===== src/rtl/uart_controller.sv =====
// uart_controller: 8N1 UART transmitter/receiver with a registered host-byte echo.
//   clk        in   system clock, rising edge
//   rst        in   synchronous active-high reset
//   tx_input   in   [7:0] host byte; echoed and transmitted when it changes
//   rx_output  out  [7:0] tx_input delayed by one cycle
//   uart_txd   out  serial transmit line, idle high
//   uart_rxd   in   serial receive line, idle high, asynchronous
//   rx_data    out  [7:0] last correctly framed received byte
//   rx_valid   out  one-cycle pulse when rx_data updates
//   rx_error   out  one-cycle pulse on a framing error
//   tx_busy    out  high while a transmit frame is in progress
module uart_controller #(
    parameter int CLKS_PER_BIT = 868
) (
    input  logic       clk,
    input  logic       rst,
    input  logic [7:0] tx_input,
    output logic [7:0] rx_output,
    output logic       uart_txd,
    input  logic       uart_rxd,
    output logic [7:0] rx_data,
    output logic       rx_valid,
    output logic       rx_error,
    output logic       tx_busy
);
    localparam int CW = $clog2(CLKS_PER_BIT);
    localparam logic [CW-1:0] BIT_LAST  = CW'(CLKS_PER_BIT - 1);
    localparam logic [CW-1:0] HALF_LAST = CW'(CLKS_PER_BIT / 2 - 1);

    typedef enum logic [1:0] {IDLE, START, DATA, STOP} state_t;

    state_t        r_tx_state, r_rx_state;
    logic [7:0]    r_last_sent, r_tx_shift, r_rx_shift;
    logic [CW-1:0] r_tx_cnt, r_rx_cnt;
    logic [2:0]    r_tx_bit, r_rx_bit;
    logic          r_rxd_meta, r_rxd_sync, r_rx_hold;
    logic          w_tx_tick, w_rx_tick;

    assign w_tx_tick = r_tx_cnt == BIT_LAST;
    // RX START only runs to the middle of the start bit
    assign w_rx_tick = r_rx_cnt == (r_rx_state == START ? HALF_LAST : BIT_LAST);

    always_ff @(posedge clk) begin
        rx_output <= rst ? 8'h00 : tx_input;
    end

    always_ff @(posedge clk) begin
        if (rst) begin
            r_tx_state  <= IDLE;
            r_last_sent <= 8'h00;
            r_tx_shift  <= 8'h00;
            r_tx_cnt    <= '0;
            r_tx_bit    <= 3'd0;
            uart_txd    <= 1'b1;
            tx_busy     <= 1'b0;
        end else begin
            r_tx_cnt <= (r_tx_state == IDLE || w_tx_tick) ? '0 : r_tx_cnt + 1'b1;
            case (r_tx_state)
                IDLE: if (tx_input != r_last_sent) begin
                    r_tx_shift  <= tx_input;
                    r_last_sent <= tx_input;
                    r_tx_state  <= START;
                    uart_txd    <= 1'b0;
                    tx_busy     <= 1'b1;
                end
                START: if (w_tx_tick) begin
                    r_tx_state <= DATA;
                    r_tx_bit   <= 3'd0;
                    uart_txd   <= r_tx_shift[0];
                    r_tx_shift <= r_tx_shift >> 1;
                end
                DATA: if (w_tx_tick) begin
                    if (r_tx_bit == 3'd7) begin
                        r_tx_state <= STOP;
                        uart_txd   <= 1'b1;
                    end else begin
                        r_tx_bit   <= r_tx_bit + 3'd1;
                        uart_txd   <= r_tx_shift[0];
                        r_tx_shift <= r_tx_shift >> 1;
                    end
                end
                STOP: if (w_tx_tick) begin
                    r_tx_state <= IDLE;
                    tx_busy    <= 1'b0;
                end
            endcase
        end
    end

    always_ff @(posedge clk) begin
        if (rst) begin
            r_rxd_meta <= 1'b1;
            r_rxd_sync <= 1'b1;
            r_rx_state <= IDLE;
            r_rx_shift <= 8'h00;
            r_rx_cnt   <= '0;
            r_rx_bit   <= 3'd0;
            r_rx_hold  <= 1'b0;
            rx_data    <= 8'h00;
            rx_valid   <= 1'b0;
            rx_error   <= 1'b0;
        end else begin
            r_rxd_meta <= uart_rxd;
            r_rxd_sync <= r_rxd_meta;
            rx_valid   <= 1'b0;
            rx_error   <= 1'b0;
            r_rx_cnt   <= (r_rx_state == IDLE || w_rx_tick) ? '0 : r_rx_cnt + 1'b1;
            case (r_rx_state)
                // after a framing error the line must return high before a new start
                IDLE: if (r_rx_hold) r_rx_hold <= !r_rxd_sync;
                      else if (!r_rxd_sync) r_rx_state <= START;
                START: if (w_rx_tick) begin
                    r_rx_state <= r_rxd_sync ? IDLE : DATA;
                    r_rx_bit   <= 3'd0;
                end
                DATA: if (w_rx_tick) begin
                    r_rx_shift <= {r_rxd_sync, r_rx_shift[7:1]};
                    r_rx_bit   <= r_rx_bit + 3'd1;
                    if (r_rx_bit == 3'd7) r_rx_state <= STOP;
                end
                STOP: if (w_rx_tick) begin
                    r_rx_state <= IDLE;
                    if (r_rxd_sync) begin
                        rx_data  <= r_rx_shift;
                        rx_valid <= 1'b1;
                    end else begin
                        rx_error  <= 1'b1;
                        r_rx_hold <= 1'b1;
                    end
                end
            endcase
        end
    end
endmodule


===== config.mk =====
export PLATFORM = sky130hd
export DESIGN_NAME = uart_controller
export DESIGN_NICKNAME = d
export VERILOG_FILES = /design/src/rtl/uart_controller.sv
export SDC_FILE = /design/constraint.sdc
export NUM_CORES = 1
export LEC_CHECK = 0
export CORE_MARGIN = 4
export CORE_UTILIZATION = 30
export DETAILED_ROUTE_END_ITERATION = 6
export HOLD_SLACK_MARGIN = 0.06
export SYNTH_ARGS = -nofsm -noshare
export SYNTH_HDL_FRONTEND = slang
export SYNTH_SLANG_ARGS = --single-unit
export TNS_END_PERCENT = 100

===== constraint.sdc =====
create_clock -name clk -period 2 [get_ports clk]
set_input_delay 0.5 -clock clk [delete_from_list [all_inputs] [get_ports clk]]
set_output_delay 0.5 -clock clk [all_outputs]
set_load 0.05 [all_outputs]

==> impl_metrics.py, run 1 <==
metrics = {
    "status": {
        "status": "completed",
    },
    "synthesis": {
        "syn_area_per_cell_um2": 9.70,
        "synthArstFlopShare_pct": 0,
        "synth_edf_count": 0,
        "ys_ff_latch": 77,
        "synth-seq-area-share_pct": 46.8,
        "syn_nets": 362,
        "synth_cells": 340,
        "synth_cell_types": 47,
        "synth_top_flop_cell": "dfxtp_1",
        "syn-cell-area_um2": 3300,
        "yosys_warnings": 0,
    },
    "global_route": {
        "grtUsageTotal_pct": 10.6,
        "grt_max_degree": 27,
        "antenna_found_initial": 0,
        "grt-ovfl-total": 0,
        "grt_pass1_vias": 2435,
        "grt_first_pass_wirelength_um": 11200,
    },
    "floorplan": {
        "ios": 31,
        "fp.dieH_um": 113,
        "die_x_um": 113,
        "dieArea_um2": 12700,
        "core_um2": 10800,
        "initial_core_util_pct": 30.5,
        "rows": 38,
    },
    "timing": {
        "hold_slack_ns": 0.413,
        "worst_slew_pin_slew_ns": 0.509,
        "fmax_mhz": 509,
        "fin_crit_ns": 1.96,
        "maxSlewViolCount": 0,
        "finalCritPeriodShare_pct": 98.2,
        "hold_viol_final": 0,
        "slew_headroom_pct": 66.0,
        "finalClockSkew_ns": 0.00676,
        "final_critical_path_setup_slack_ns": 0.0351,
        "setup_viol": 0,
    },
    "worst_setup_path": {
        "worstRegToRegCells": 8,
        "reg2reg_to": "r_tx_shift[6]",
        "critPathCaptureType": "flip-flop",
        "reg2reg_slack_ns": 0.12,
        "critical_path_class": "primary input to flip-flop",
        "critPathMaxFanout": 9,
        "arrival_ns": 2.23,
        "r2r-start": "r_tx_state[0]",
        "cp_data_required_time_ns": 2.27,
        "crit_end": "r_tx_shift[6]",
        "start_kind": "primary input",
        "cp-startpoint": "tx_input[7]",
    },
    "cells_and_area": {
        "utilization_pct": 38.0,
        "fin_cells": 533,
        "syn_to_final_growth_pct": 24.3,
        "diodes": 0,
        "nets": 410,
        "layout-drive-gt1-share_pct": 16.3,
    },
    "cts": {
        "h-tree-depth": 3,
        "clock-sinks": 77,
        "numCtsBuffers": 9,
        "clock_latency_ns": 0.35,
        "path_clk_slew_ns": 0.08,
        "cts-root-buf": "clkbuf_8",
        "cts_tree": "yes",
        "clock_path_buffers": 2,
    },
    "flow_run": {
        "maxCapViolations": 0,
    },
    "power": {
        "p_leak_nw": 1.75,
        "ir_drop_mv": 0.581,
        "powerDensity_nw_per_um2": 1060,
    },
    "hold_path": {
        "hold_path_startpoint": "r_rxd_meta",
        "hp-class": "flip-flop to flip-flop",
    },
    "placed_design": {
        "place_ws_ns": -0.399,
        "routabilityCongestion": 0.795,
        "dpl.hpwl_um": 4610,
        "placed_cells": 516,
        "io_buffers": 30,
    },
    "drt": {
        "drc_errors": 0,
        "drtPass1Iterations": 4,
        "drtIter0Drc": 78,
        "drt_wl_total_um": 6440,
        "ant_nets": 0,
        "via_per_inst": 4.66,
        "wl_per_cell_um": 12.1,
        "vias": 2482,
    },
}
==> sequential cells by signal, indices dropped and copies added (netlist names), 2 cells and up, named ones only <==
register,count
r_rx_cnt,10
r_tx_shift,8
r_tx_state,2
rx_output,8
rx_data,8
r_rx_bit,3
r_tx_bit,3
r_tx_cnt,10
r_rx_shift,8
r_last_sent,8
==> cells in the mapped netlist (2+ instances only) <==
cell      instances  area share (%)
nor4_2            2            0.76
o22ai_1           3            0.57
dfxtp_1          77              47
xnor2_1           7             1.9
and4_1            2            0.53
clkbuf_1         10             1.1
a22oi_1           2            0.46
xor2_1           17             4.5
a31oi_1           3            0.57
inv_1             7            0.80
nor2b_1          11             2.1
or3_1             3            0.57
nand4_1           5            0.95
or2_2             2            0.38
nand3b_1          2            0.46
nand3_1          12             1.8
mux2i_1          32             9.7
nor4_1            2            0.38
a211oi_1          8             1.8
nor3_1            4            0.61
and2_1            4            0.76
nor2_1           49             5.6
and3_1            5            0.95
nand2_1          14             1.6
ha_1             11             4.2
o21ai_0           5            0.76
buf_2             6            0.91
a21oi_1          15             2.3
nand4b_1          2            0.53
==> metrics by stage <==
stage | setup TNS [ns] | instance area [µm²] | total power, mW
after floorplan | 0 | 3300 | 2.78
after global placement | -5.45 | 3850 | 3.06
after detailed placement | -6.76 | 3850 | 3.09
after CTS | 0 | 4060 | 4.34
after global routing | -0.0492 | 4100 | 4.59
final | 0 | 4100 | 4.35
==> layout make-up <==
| type | count | area (µm²) |
|---|---|---|
| well taps | 140 | 175 |
| flip-flops and latches | 77 | 1540 |
| repair buffers | 56 | 490 |
| fillers | 1106 | 6690 |
| clock buffers | 10 | 138 |
| clock inverters | 6 | 71.3 |
| inverters | 7 | 26.3 |
| multi-input cells | 237 | 1660 |
==> critical path: stages <==
cell,delay [ns]
clkdlybuf4s50_1,0.50
xor2_1,0.20
nor4_2,0.07
buf_4,0.15
a311oi_2,0.29
buf_4,0.21
a21oi_1,0.08
a211oi_1,0.23
==> repair_timing <==
action,CTS,global route
gates cloned,0,0
setup buffers,1,0
resized for setup,6,11
pin swaps,0,3
hold buffers,0,0
endpoints found under the setup margin,7,22
==> worst min-delay path by stage <==
| stage | to | slack (ns) | depth (start not counted) |
|---|---|---|---|
| finish | r_rxd_sync | 0.41 | 1 |
| global route | r_rxd_sync | 0.44 | 1 |
| CTS | r_rxd_sync | 0.42 | 1 |
| detailed placement | r_rxd_sync | 0.40 | 1 |
| global placement | r_rxd_sync | 0.39 | 1 |
| floorplan | r_rxd_sync | 0.39 | 1 |
==> power breakdown <==
part           internal, mW  leakage, nW  switching [mW]  total, mW
Sequential             1.70        0.628           0.113       1.81
Combinational         0.600         1.02           0.730       1.33
Clock                 0.618       0.0991           0.590       1.21
==> cell usage in the layout (no fill, tap or decap), types with 4 or more instances in the layout <==
cell type | netlist | final
xor2_1 | 17 | 17
buf_4 | 0 | 33
nor3_1 | 4 | 4
xnor2_1 | 7 | 7
clkbuf_8 | 1 | 10
dlygate4sd2_1 | 0 | 6
nor2_1 | 49 | 49
dfxtp_1 | 77 | 77
mux2i_1 | 32 | 32
dlymetal6s2s_1 | 0 | 6
and3_1 | 5 | 5
nand4_1 | 5 | 5
a211oi_1 | 8 | 6
a21oi_1 | 15 | 15
inv_1 | 7 | 7
nand2_1 | 14 | 14
clkdlybuf4s50_1 | 0 | 9
nor2b_1 | 11 | 11
nand3_1 | 12 | 12
o21ai_0 | 5 | 5
ha_1 | 11 | 11
==> cell families (layout without fill, tap and decap cells) <==
group / Yosys count / count (layout) / synth area share, %
AND/OR/NAND/NOR: 126 / 126 / 20.8
flip-flops: 77 / 77 / 46.8
AO/OA/AOI/OAI: 44 / 44 / 8.46
XOR/XNOR: 24 / 24 / 6.38
adder cells (fa/ha/maj): 11 / 11 / 4.17
multiplexers: 32 / 32 / 9.72
buffers and inverters: 26 / 79 / 3.72
==> routing by layer <==
| layer | routed length [µm] | up-vias | global-route usage [%] |
|---|---|---|---|
| met5 | 0 | - | 0 |
| met4 | 154 | 0 | 5.61 |
| met3 | 179 | 13 | 2.78 |
| met2 | 3020 | 30 | 17.0 |
| met1 | 3080 | 1152 | 13.1 |
| li1 | - | 1287 | - |
(Power assumes the default switching activity.)
==> run 2, diff against run 1 <==
--- a/config.mk
+++ b/config.mk
@@ -7,7 +7,9 @@
 export LEC_CHECK = 0
 export CORE_MARGIN = 4
 export CORE_UTILIZATION = 30
+export CTS_CLUSTER_DIAMETER = 60
 export DETAILED_ROUTE_END_ITERATION = 6
+export DONT_BUFFER_PORTS = 1
 export HOLD_SLACK_MARGIN = 0.06
 export SYNTH_ARGS = -nofsm -noshare
 export SYNTH_HDL_FRONTEND = slang
==> impl_metrics.py, run 2 (synthesized netlist as in run 1, its figures left out) <==
metrics = {
    "status": {
        "status": "completed",
    },
    "timing": {
        "worst_slew_pin_slew_ns": 0.545,
        "fin_crit_ns": 1.84,
        "hold_viol_final": 0,
        "setup_tns_ns": 0,
        "fmax_mhz": 545,
        "maxSlewViolCount": 0,
        "hold_slack_ns": 0.222,
        "final_critical_path_setup_slack_ns": 0.164,
        "rsz0062_at_grt": "no",
        "finalClockSkew_ns": 0.00872,
        "finalCritPeriodShare_pct": 91.8,
        "slew_headroom_pct": 63.6,
        "setup_viol": 0,
    },
    "floorplan": {
        "dieArea_um2": 12700,
        "fp.dieH_um": 113,
        "rows": 38,
        "core_um2": 10800,
        "ios": 31,
        "die_x_um": 113,
        "initial_core_util_pct": 30.5,
    },
    "drt": {
        "drc_errors": 0,
        "wl_per_cell_um": 12.1,
        "drt_wl_total_um": 5920,
        "vias": 2330,
        "drtIter0Drc": 69,
        "via_per_inst": 4.76,
        "ant_nets": 0,
        "drtPass1Iterations": 4,
    },
    "worst_setup_path": {
        "arrival_ns": 2.08,
        "critical_path_class": "flip-flop to flip-flop",
        "critPathCaptureType": "flip-flop",
        "crit_chain": "ha_1, and4b_1, and3_1, o21bai_1, nand3_1, a221oi_1",
        "start_kind": "flip-flop",
        "critPathMaxFanout": 7,
        "cpPeakStageDelay_ns": 0.35,
        "cp_slowest_cell": "dfxtp_1",
        "cp_num_buf_inv": 0,
        "cp_top_family": "simple AND/OR/NAND/NOR gates",
        "cp_data_required_time_ns": 2.24,
    },
    "global_route": {
        "grt-ovfl-total": 0,
        "grtUsageTotal_pct": 9.93,
        "grt_first_pass_wirelength_um": 10400,
        "antenna_found_initial": 0,
        "grt_max_degree": 59,
        "grt_pass1_vias": 2304,
    },
    "cells_and_area": {
        "diodes": 0,
        "fin_cells": 490,
        "layout_commonest_cell": "dfxtp_1",
        "final_cell_mix": "dfxtp_1 (77), nor2_1 (49), mux2i_1 (32), xor2_1 (17), a21oi_1 (15)",
        "syn_to_final_growth_pct": 12.0,
        "layout-drive-gt1-share_pct": 11.4,
        "nets": 367,
        "top_regs": "r_rx_cnt: 10 flops, r_tx_cnt: 10 flops",
    },
    "cts": {
        "numCtsBuffers": 9,
        "clock_latency_ns": 0.34,
        "h-tree-depth": 3,
        "cts_tree": "yes",
        "post_cts_buffers": 0,
        "clock_path_buffers": 2,
        "holdBufCountCts": 0,
        "clock-sinks": 77,
        "cts-root-buf": "clkbuf_8",
        "path_clk_slew_ns": 0.08,
    },
    "power": {
        "pwr-share-clk_pct": 28.7,
        "p_sw_mw": 1.32,
        "combinationalPowerShare_pct": 25.8,
        "switching_share_pct": 31.6,
        "ir_drop_mv": 0.709,
        "total_power_mw": 4.17,
        "p_leak_nw": 1.46,
        "p_int_mw": 2.85,
        "powerDensity_nw_per_um2": 1130,
        "seq_power_share_pct": 45.6,
    },
    "placed_design": {
        "routabilityCongestion": 0.739,
        "placed_cells": 474,
        "io_buffers": 0,
        "dpl.hpwl_um": 4220,
        "place_ws_ns": 0.109,
    },
    "flow_run": {
        "maxCapViolations": 0,
    },
    "hold_path": {
        "hp-class": "primary input to flip-flop",
    },
}
## run 2: cell types whose count changed in the layout (fill, tap and decap cells not counted), moves of 2 or more
| cell | previous run | this run |
|---|---|---|
| buf_4 | 33 | 13 |
| a211oi_1 | 6 | 8 |
| a211oi_2 | 2 | 0 |
| dlymetal6s2s_1 | 6 | 0 |
| clkdlybuf4s50_1 | 9 | 0 |
| dlygate4sd2_1 | 6 | 0 |
## run 2: power by group through the flow
stage	combinational [mW]	clock [mW]	sequential, mW
after floorplan	0.875	0	1.91
after global placement	1.04	0	1.93
after detailed placement	1.05	0	1.94
after CTS	1.06	1.25	1.90
after global routing	1.20	1.30	1.92
final	1.07	1.19	1.90
## run 2: final cells by class
| cell class | count | area, µm² |
|---|---|---|
| multi-input combinational | 237 | 1640 |
| inverter | 7 | 26.3 |
| fill | 1075 | 7100 |
| clock inverter | 5 | 58.8 |
| sequential | 77 | 1540 |
| tap | 140 | 175 |
| clock buffer | 11 | 151 |
| timing repair buffer | 13 | 97.6 |
## run 2: metal layers
metal  wire length (µm)  global-route usage [%]  vias up
met1               2820                    12.1     1106
li1                   -                       -     1190
met5                  0                       0        -
met2               2840                    15.9       30
met3                187                    3.16        4
met4                 74                    4.81        0
## run 2: repair_timing
item                       in CTS  in global routing
gates resized for setup         0                  2
hold endpoints to repair        0                  0
setup endpoints to repair       0                  8
## run 2: path summary, 6_finish.rpt
| check | slack (ns) | end | start | cells after the start |
|---|---|---|---|---|
| max | 0.16 | r_tx_state[0] | r_tx_cnt[0] | 6 |
| max reg2reg | 0.16 | r_tx_state[0] | r_tx_cnt[0] | 6 |
| min reg2reg | 0.41 | r_rxd_sync | r_rxd_meta | 1 |
| min | 0.22 | r_tx_bit[1] | rst | 1 |
## run 2: metrics by stage
step | utilization (%) | cell area (µm²)
detailed placement | 32.2 | 3470
CTS | 34.1 | 3680
finish | 34.2 | 3690
floorplan | - | 3300
global placement | 32.2 | 3470
global route | 34.2 | 3690
## run 2: worst register-to-register path, delay by kind of cell, from the launching register on
| family | cells | cell delay (ns) |
|---|---|---|
| DFF | 1 | 0.35 |
| adders and majority gates | 1 | 0.19 |
| AOI/OAI and AO/OA | 2 | 0.54 |
| and+or+nand+nor | 3 | 0.67 |
